===== src/rtl/b10_downcounter_pkg.sv =====
// Shared constants and types for the BCD down-counter and its digit subtractor.
package b10_downcounter_pkg;

  localparam int BCD_W = 4;
  localparam logic [BCD_W-1:0] BCD_NINE = 4'd9;

  typedef enum logic [1:0] {
    S_IDLE    = 2'd0,
    S_RUN     = 2'd1,
    S_EXPIRED = 2'd2
  } state_t;

  // Clamp a loaded digit to legal BCD so the count never holds 0xA..0xF.
  function automatic logic [BCD_W-1:0] bcd_sat(input logic [BCD_W-1:0] d);
    return (d > BCD_NINE) ? BCD_NINE : d;
  endfunction

endpackage


===== src/rtl/b10_halfsub.sv =====
// One-digit combinational BCD half subtractor (d = x - bin, 0 borrows to 9).
// GATE_LEVEL selects the explicit gate netlist form; output is don't-care for x > 9.
module b10_halfsub
  import b10_downcounter_pkg::*;
#(
  parameter bit GATE_LEVEL = 1'b0
) (
  input  logic [BCD_W-1:0] x3_x0,
  input  logic             bin,
  output logic [BCD_W-1:0] d3_d0,
  output logic             bout
);

  generate
    if (GATE_LEVEL) begin : g_gate
      logic x_zero;
      logic lo2_zero;
      logic lo1_zero;
      logic [BCD_W-1:0] dec;

      assign lo1_zero = ~x3_x0[0];
      assign lo2_zero = ~x3_x0[1] & ~x3_x0[0];
      assign x_zero   = ~x3_x0[3] & ~x3_x0[2] & lo2_zero;

      // Plain binary decrement, with bits 1 and 2 forced low so 0 lands on 1001.
      assign dec[0] = ~x3_x0[0];
      assign dec[1] = ~(x3_x0[1] ^ x3_x0[0]) & ~x_zero;
      assign dec[2] = (x3_x0[2] ^ lo2_zero) & ~x_zero;
      assign dec[3] = x3_x0[3] ^ (~x3_x0[2] & lo2_zero);

      assign d3_d0[0] = (bin & dec[0]) | (~bin & x3_x0[0]);
      assign d3_d0[1] = (bin & dec[1]) | (~bin & x3_x0[1]);
      assign d3_d0[2] = (bin & dec[2]) | (~bin & x3_x0[2]);
      assign d3_d0[3] = (bin & dec[3]) | (~bin & x3_x0[3]);
      assign bout     = bin & x_zero & lo1_zero;
    end else begin : g_rtl
      logic x_zero;

      assign x_zero = (x3_x0 == '0);
      assign bout   = bin & x_zero;

      always_comb begin
        d3_d0 = x3_x0;
        if (bin) begin
          d3_d0 = x_zero ? BCD_NINE : (x3_x0 - 4'd1);
        end
      end
    end
  endgenerate

endmodule


===== src/rtl/b10_downcounter.sv =====
// Multi-digit BCD down-counter with load, enable and expiry pulse.
// Build option B10_DOWNCOUNTER_WRAP_EN: wrap 0 -> all nines and keep running instead of saturating.
module b10_downcounter
  import b10_downcounter_pkg::*;
#(
  parameter int DIGITS     = 4,
  parameter bit GATE_LEVEL = 1'b0
) (
  input  logic                    clock,
  input  logic                    reset_,
  input  logic                    load,
  input  logic [BCD_W*DIGITS-1:0] din,
  input  logic                    en,
  output logic [BCD_W*DIGITS-1:0] q,
  output logic                    zero,
  output logic                    done,
  output logic                    busy
);

  localparam int W = BCD_W * DIGITS;

  state_t          state;
  logic [W-1:0]    load_val;
  logic [W-1:0]    dec_q;
  logic [DIGITS:0] borrow;
  logic            load_zero;
  logic            dec_zero;
  logic            underflow;

  always_comb begin
    load_val = '0;
    for (int i = 0; i < DIGITS; i++) begin
      load_val[i*BCD_W +: BCD_W] = bcd_sat(din[i*BCD_W +: BCD_W]);
    end
  end

  // Borrow ripples through per-digit zero detects only, so the chain stays shallow at 8 digits.
  assign borrow[0] = en;

  generate
    for (genvar i = 0; i < DIGITS; i++) begin : g_digit
      b10_halfsub #(
        .GATE_LEVEL(GATE_LEVEL)
      ) u_halfsub (
        .x3_x0 (q[i*BCD_W +: BCD_W]),
        .bin   (borrow[i]),
        .d3_d0 (dec_q[i*BCD_W +: BCD_W]),
        .bout  (borrow[i+1])
      );
    end
  endgenerate

  assign underflow = borrow[DIGITS];
  assign load_zero = (load_val == '0);
  assign dec_zero  = (dec_q == '0);
  assign zero      = (q == '0);

  always_ff @(posedge clock or negedge reset_) begin
    if (!reset_) begin
      state <= S_IDLE;
      q     <= '0;
      done  <= 1'b0;
      busy  <= 1'b0;
    end else begin
      done <= 1'b0;
      if (load) begin
        q <= load_val;
        if (load_zero) begin
          state <= S_EXPIRED;
          busy  <= 1'b0;
        end else begin
          state <= S_RUN;
          busy  <= 1'b1;
        end
      end else begin
        case (state)
          S_RUN: begin
            if (en) begin
`ifdef B10_DOWNCOUNTER_WRAP_EN
              q <= dec_q;
              if (dec_zero) begin
                done <= 1'b1;
              end
`else
              // RUN never holds zero here; the guard keeps a stray underflow from wrapping.
              q <= underflow ? '0 : dec_q;
              if (dec_zero || underflow) begin
                done  <= ~underflow;
                state <= S_EXPIRED;
                busy  <= 1'b0;
              end
`endif
            end
          end
          S_EXPIRED: begin
            q <= '0;
          end
          default: begin
            state <= S_IDLE;
          end
        endcase
      end
    end
  end

endmodule


===== config.mk =====
export PLATFORM = sky130hd
export DESIGN_NAME = b10_downcounter
export DESIGN_NICKNAME = d
export VERILOG_FILES = /design/src/rtl/b10_downcounter_pkg.sv /design/src/rtl/b10_halfsub.sv /design/src/rtl/b10_downcounter.sv
export SDC_FILE = /design/constraint.sdc
export NUM_CORES = 1
export LEC_CHECK = 0
export CAP_MARGIN = 20
export CORE_MARGIN = 4
export CORE_UTILIZATION = 25
export CTS_CLUSTER_DIAMETER = 80
export DETAILED_ROUTE_END_ITERATION = 16
export PLACE_DENSITY_LB_ADDON = 0.3
export SETUP_SLACK_MARGIN = 0.1
export SLEW_MARGIN = 20
export SYNTH_ARGS = -nofsm -noshare
export SYNTH_HDL_FRONTEND = slang
export SYNTH_SLANG_ARGS = --single-unit
export TNS_END_PERCENT = 50

===== constraint.sdc =====
create_clock -name clock -period 3.45 [get_ports clock]
set_clock_uncertainty 0.05 [all_clocks]
set_input_delay 0.69 -clock clock [delete_from_list [all_inputs] [get_ports clock]]
set_output_delay 0.69 -clock clock [all_outputs]
set_load 0.1 [all_outputs]

**Yosys cells after proc, flatten, opt, wreduce, memory -nomap -nowiden**

Index checks and enable logic that the tools add are counted.

- Register bits after elaboration: 20
- Input bits: 20
- Output and inout bits: 19
- Logic and storage cells: 67

- Add/sub/neg operators: 4
- $lt $le $gt $ge: 4
- Eq/ne operators: 5
- Mux-type cells: 30
- Bitwise logic cells: 5
- Reductions and logical operators: 15

Operator list:

| operator | count |
|---|---|
| 16-bit zero test | 3 |
| 16-bit two-way mux | 3 |
| 4-bit two-way mux | 12 |
| 16-bit case mux with 2 select lines | 1 |
| 4-bit > comparator, second input constant | 4 |
| 4-bit zero test | 4 |
| 4-bit by 1-bit subtractor with 4-bit output, second input constant | 4 |
| 1-bit two-way mux | 9 |
| 2-bit two-way mux | 4 |
| 3-bit inequality test, second input constant | 2 |
| 3-bit AND reduction | 2 |
| 2-bit nonzero test | 3 |
| 1-bit bitwise AND | 4 |
| 2-bit case mux with 2 select lines | 1 |
| 3-bit nonzero test | 1 |
| 2-bit by 1-bit == test with 1-bit output, second input constant | 1 |
| 2-bit == test, second input constant | 1 |
| 2-bit inequality test, second input constant | 1 |
| 2-bit AND reduction | 1 |
| 1-bit logical OR | 1 |
| 1-bit inverter | 1 |

**Depth between registers and ports, before layout**

- Depth after elaboration: 11
- Gate-level depth with buffers: 8
- Gate-level depth less buffers: 7

**Cells and area by module**

A second synthesis with hierarchy kept.

- Cell total of the unflattened synthesis: 149
- Area total of the unflattened synthesis: 1511.4 µm²

Modules (own cells, without submodules):

| module | instances | cells an instance | area an instance (µm²) | seq. area each (µm²) |
|---|---|---|---|---|
| b10_downcounter | 1 | 105 | 1196.1 | 500.5 |
| b10_halfsub | 4 | 11 | 78.8 | 0.0 |

**Least setup slack after synthesis**

No wires, ideal clock.

- Path type: reg-to-output
- Start: register q[11]
- End: output port zero
- Data arrival time: 3121 ps
- Path slack: -411 ps
- Stages on the path, launching flop included: 4
- Path buffers: 0
- Path through: dfrtp_1 > or4_4 > or3_1 > nor2_1

- Cells in the longest elaborated chain, start to end: 1

Ends and longest elaborated chain:

| what | line | source |
|---|---|---|
| start: declaration | b10_downcounter.sv:14 | `output logic [BCD_W*DIGITS-1:0] q,` |
| start signal: assignment | b10_downcounter.sv:67 | `q <= load_val;` |
| start signal: assignment | b10_downcounter.sv:86 | `q <= underflow ? '0 : dec_q;` |
| 16-bit zero test | b10_downcounter.sv:56 | `assign zero = (q == '0);` |
| end: declaration | b10_downcounter.sv:15 | `output logic zero,` |

No other way between the ends.

**Worst setup path in the final report**

- Start: register q[0]
- End: output port zero

Same word-level chain as after synthesis.

==> metrics.yaml <==
detailed_routing:
  routed_wire_length_per_instance_um: 16.63
  drt_pass1_iterations: 4
  detail_route.wirelength_um: 4722
  drc: 0
  dr_total_vias: 1551
  drtIter0Drc: 155
  detailed_route_vias_per_instance: 5.461
  antenna_left: 0
synth:
  synth_top_area_share_pct: 33.73
  multiplexer_share_of_the_synthesized_area_pct: 2.024
  yosys_warnings: 0
  async_reset_ff_share_pct: 100.0
  syn-cell-area_sq_um: 1484
  post-synth-top-area-cell: "dfrtp_1"
  synth.distinct_cells: 51
  synth_sequential_area_ratio_pct: 33.73
  synth_compound_gate_area_share_pct: 28.25
  synth-main-ff-cell: "dfrtp_1"
  synthTopCellsByArea: "dfrtp_1 (34%), o21ai_0 (4.4%), nor2b_1 (3.8%)"
  synth_top_family_by_area: "simple AND/OR/NAND/NOR gates"
  mappedNetlistNets: 193
  syn_area_per_cell_sq_um: 8.678
  synthAdderAreaFrac_pct: 1.686
  synth-seq-cells: 20
  synth-edff-count: 0
  syn_inst: 171
  synthSimpleGateAreaFrac_pct: 31.11
  synthXorXnorAreaFrac_pct: 0.5902
layout:
  finish.net_count: 236
  layout_commonest_cell: "buf_4"
  antennaDiodeCount: 0
  layout_cells_sized_above_1_pct: 17.45
  layout.cells.most_common_list: "buf_4 (23), dfrtp_1 (20), clkdlybuf4s50_1 (19), nor2_1 (13), o21ai_0 (13)"
  final_cell_count_no_fill: 284
  area_delta_synth_final_pct: 33.81
  final_design_area_no_fill_sq_um: 1986
  fillCellCount: 590
power:
  switchingPower_mw: 0.4319
  power_per_cell_area_nw_per_um2: 448.8
  leakagePower_nw: 0.8162
  p_comb_share_pct: 48.0
  clock_network_fraction_of_total_power_pct: 17.9
  p_int_mw: 0.4592
  ir_worst_vdd_v: 0.0002018
  p_sw_share_pct: 48.47
  part_of_the_power_in_registers_pct: 34.1
clock_network:
  postCtsResizedCells: 0
  ctsLongestPathBuffers: 2
  clk-insertion-delay-late_ns: 0.26
  h_tree_depth_reported_by_cts: 1
  post-cts-setup-buffers: 0
  cts.reportedPaths.clkPinSlew_ns: 0.08
  tritoncts_num_sinks: 20
  cts_tree: "built"
  cts_hold_buffers: 0
  cts-buffers-inserted: 3
  clk_root_buffer_cell: "clkbuf_8"
sta:
  rsz0062_at_grt: "no"
  final_min_period_over_clock_period_pct: 82.17
  clock_period_minus_final_worst_setup_slack_ns: 2.835
  worst_slew_pin_slew_ns: 0.9061
  totalNegativeSetupSlack_ns: 0
  worst_setup_margin_ns: 0.6150
  final-max-slew-violation-count: 0
  max_freq_ghz: 0.3527
  finalHoldViolCount: 0
  relSlewSlack_pct: 39.41
  setup_viol_count_final: 0
  final_worst_hold_slack_ns: 0.5479
place:
  dp_hpwl_um: 3681
  placed_cells_incl_taps: 281
  dp_worst_setup_slack_ns: 0.4808
  port-buffer-count: 38
  post_dp_cell_area_sq_um: 1944
  gp_routability_congestion: 0.8211
global_route:
  global_route_overflow: 0
  vias_in_the_first_global_route: 1541
  grt_start_max_net_pins: 21
  grt_pass1_wl_um: 7941
  grt_usage_pct: 13.48
  number_of_antenna_violations_at_the_first_check_in_global_routing: 0
worst_setup_path:
  worst_ep_arrival_time_ns: 2.10
  timing.setup.critical_path_class: "reg -> out"
  setup.worst_path.end_class: "output pin"
  critical_path_rt_ns: 2.71
  worstPathMaxFanout: 6
  setup_crit_start_kind: "flop"
worst_hold_path:
  worst_hold_path_type: "reg -> reg"
floorplanning:
  die_area_sq_um: 7233
  placeableCoreArea_sq_um: 5642
  dieWidth_um: 85.05
  die_h_um: 85.05
  floorplan.initialDensity_pct: 26.30
  floorplan.io_pins: 39
  placementRows: 27
status:
  run_status: "finished, final reports clean"
job:
  drv_cap: 0
routing by layer:
metal	routed length (um)	global-route usage [%]	part of all wire (%)	vias up
met5	0	0	0	-
met4	36	2.590	0.76	0
met3	209	1.845	4.4	6
met2	2260	22.46	48	50
met1	2216	18.61	47	744
li1	-	-	-	751
critical path, stage by stage (launching register included):
cell and delay, ns:
dfrtp_1 0.44, inv_1 0.12, ha_1 0.21, or3b_1 0.43, nand3b_1 0.27, nor2_4 0.17, buf_12 0.18
power groups by stage:
stage	combinational (mW)	clock (mW)	sequential [mW]
after floorplan	0.133	0	0.476
after global placement	0.428	0	0.308
after detailed placement	0.427	0	0.308
after CTS	0.428	0.167	0.304
after global routing	0.455	0.173	0.309
final	0.428	0.160	0.304
flip-flops by register name, summed over array words and instances (netlist names):
signal,flops
q,16
state,2
done,1
busy,1
per-stage QoR:
| stage | util, % | total power, mW |
|---|---|---|
| after detailed placement | 34.46 | 0.7349 |
| final | 35.20 | 0.8911 |
| after global routing | 35.20 | 0.9374 |
| after floorplan | - | 0.6093 |
| after global placement | 34.46 | 0.7361 |
| after CTS | 35.20 | 0.8990 |
worst paths after layout:
kind                         from       end  slack (ns)  depth (start not counted)
hold / removal               busy      busy        0.55                          2
setup / recovery             q[0]      zero        0.61                          6
setup reg to reg             q[0]      done        0.89                          7
hold reg to reg              busy      busy        0.55                          2
max in group asynchronous  reset_      q[4]        1.91                          1
min in group asynchronous  reset_  state[1]        0.89                          1
cells by family (layout without fill, tap and decap cells):
kind of cell | Yosys count | count (layout)
xor gates and xnor gates | 1 | 1
AOI/OAI and AO/OA | 58 | 58
muxes | 3 | 3
and+or+nand+nor | 77 | 77
DFF | 20 | 20
adders and majority gates | 2 | 2
buffers and inverters | 10 | 51
Yosys cell counts (all sizes together), types with 2 or more instances:
cell type / count
a21oi: 8
nor2: 14
nand2: 11
a22oi: 2
o21ai: 14
a21o: 3
mux2i: 3
nor3: 8
dfrtp: 20
nand4: 4
or4: 7
clkbuf: 4
inv: 5
o21a: 4
o22ai: 2
o311ai: 3
or3: 3
nor4: 3
ha: 2
o211ai: 5
nand3b: 2
a31oi: 2
nand3: 5
o2bb2ai: 2
nand2b: 4
nor2b: 9
o31a: 2
a211oi: 2
layout make-up:
type                       count  area, sq um  share of cell area [%]
tap                           72        90.09                   4.537
sequential                    20        500.5                   25.20
clock buffer                   3        41.29                   2.079
multi-input combinational    141        952.2                   47.95
inverter                       5        18.77                  0.9452
timing repair buffer          43        382.9                   19.28
Note: power is estimated with default switching activity, not from simulation.
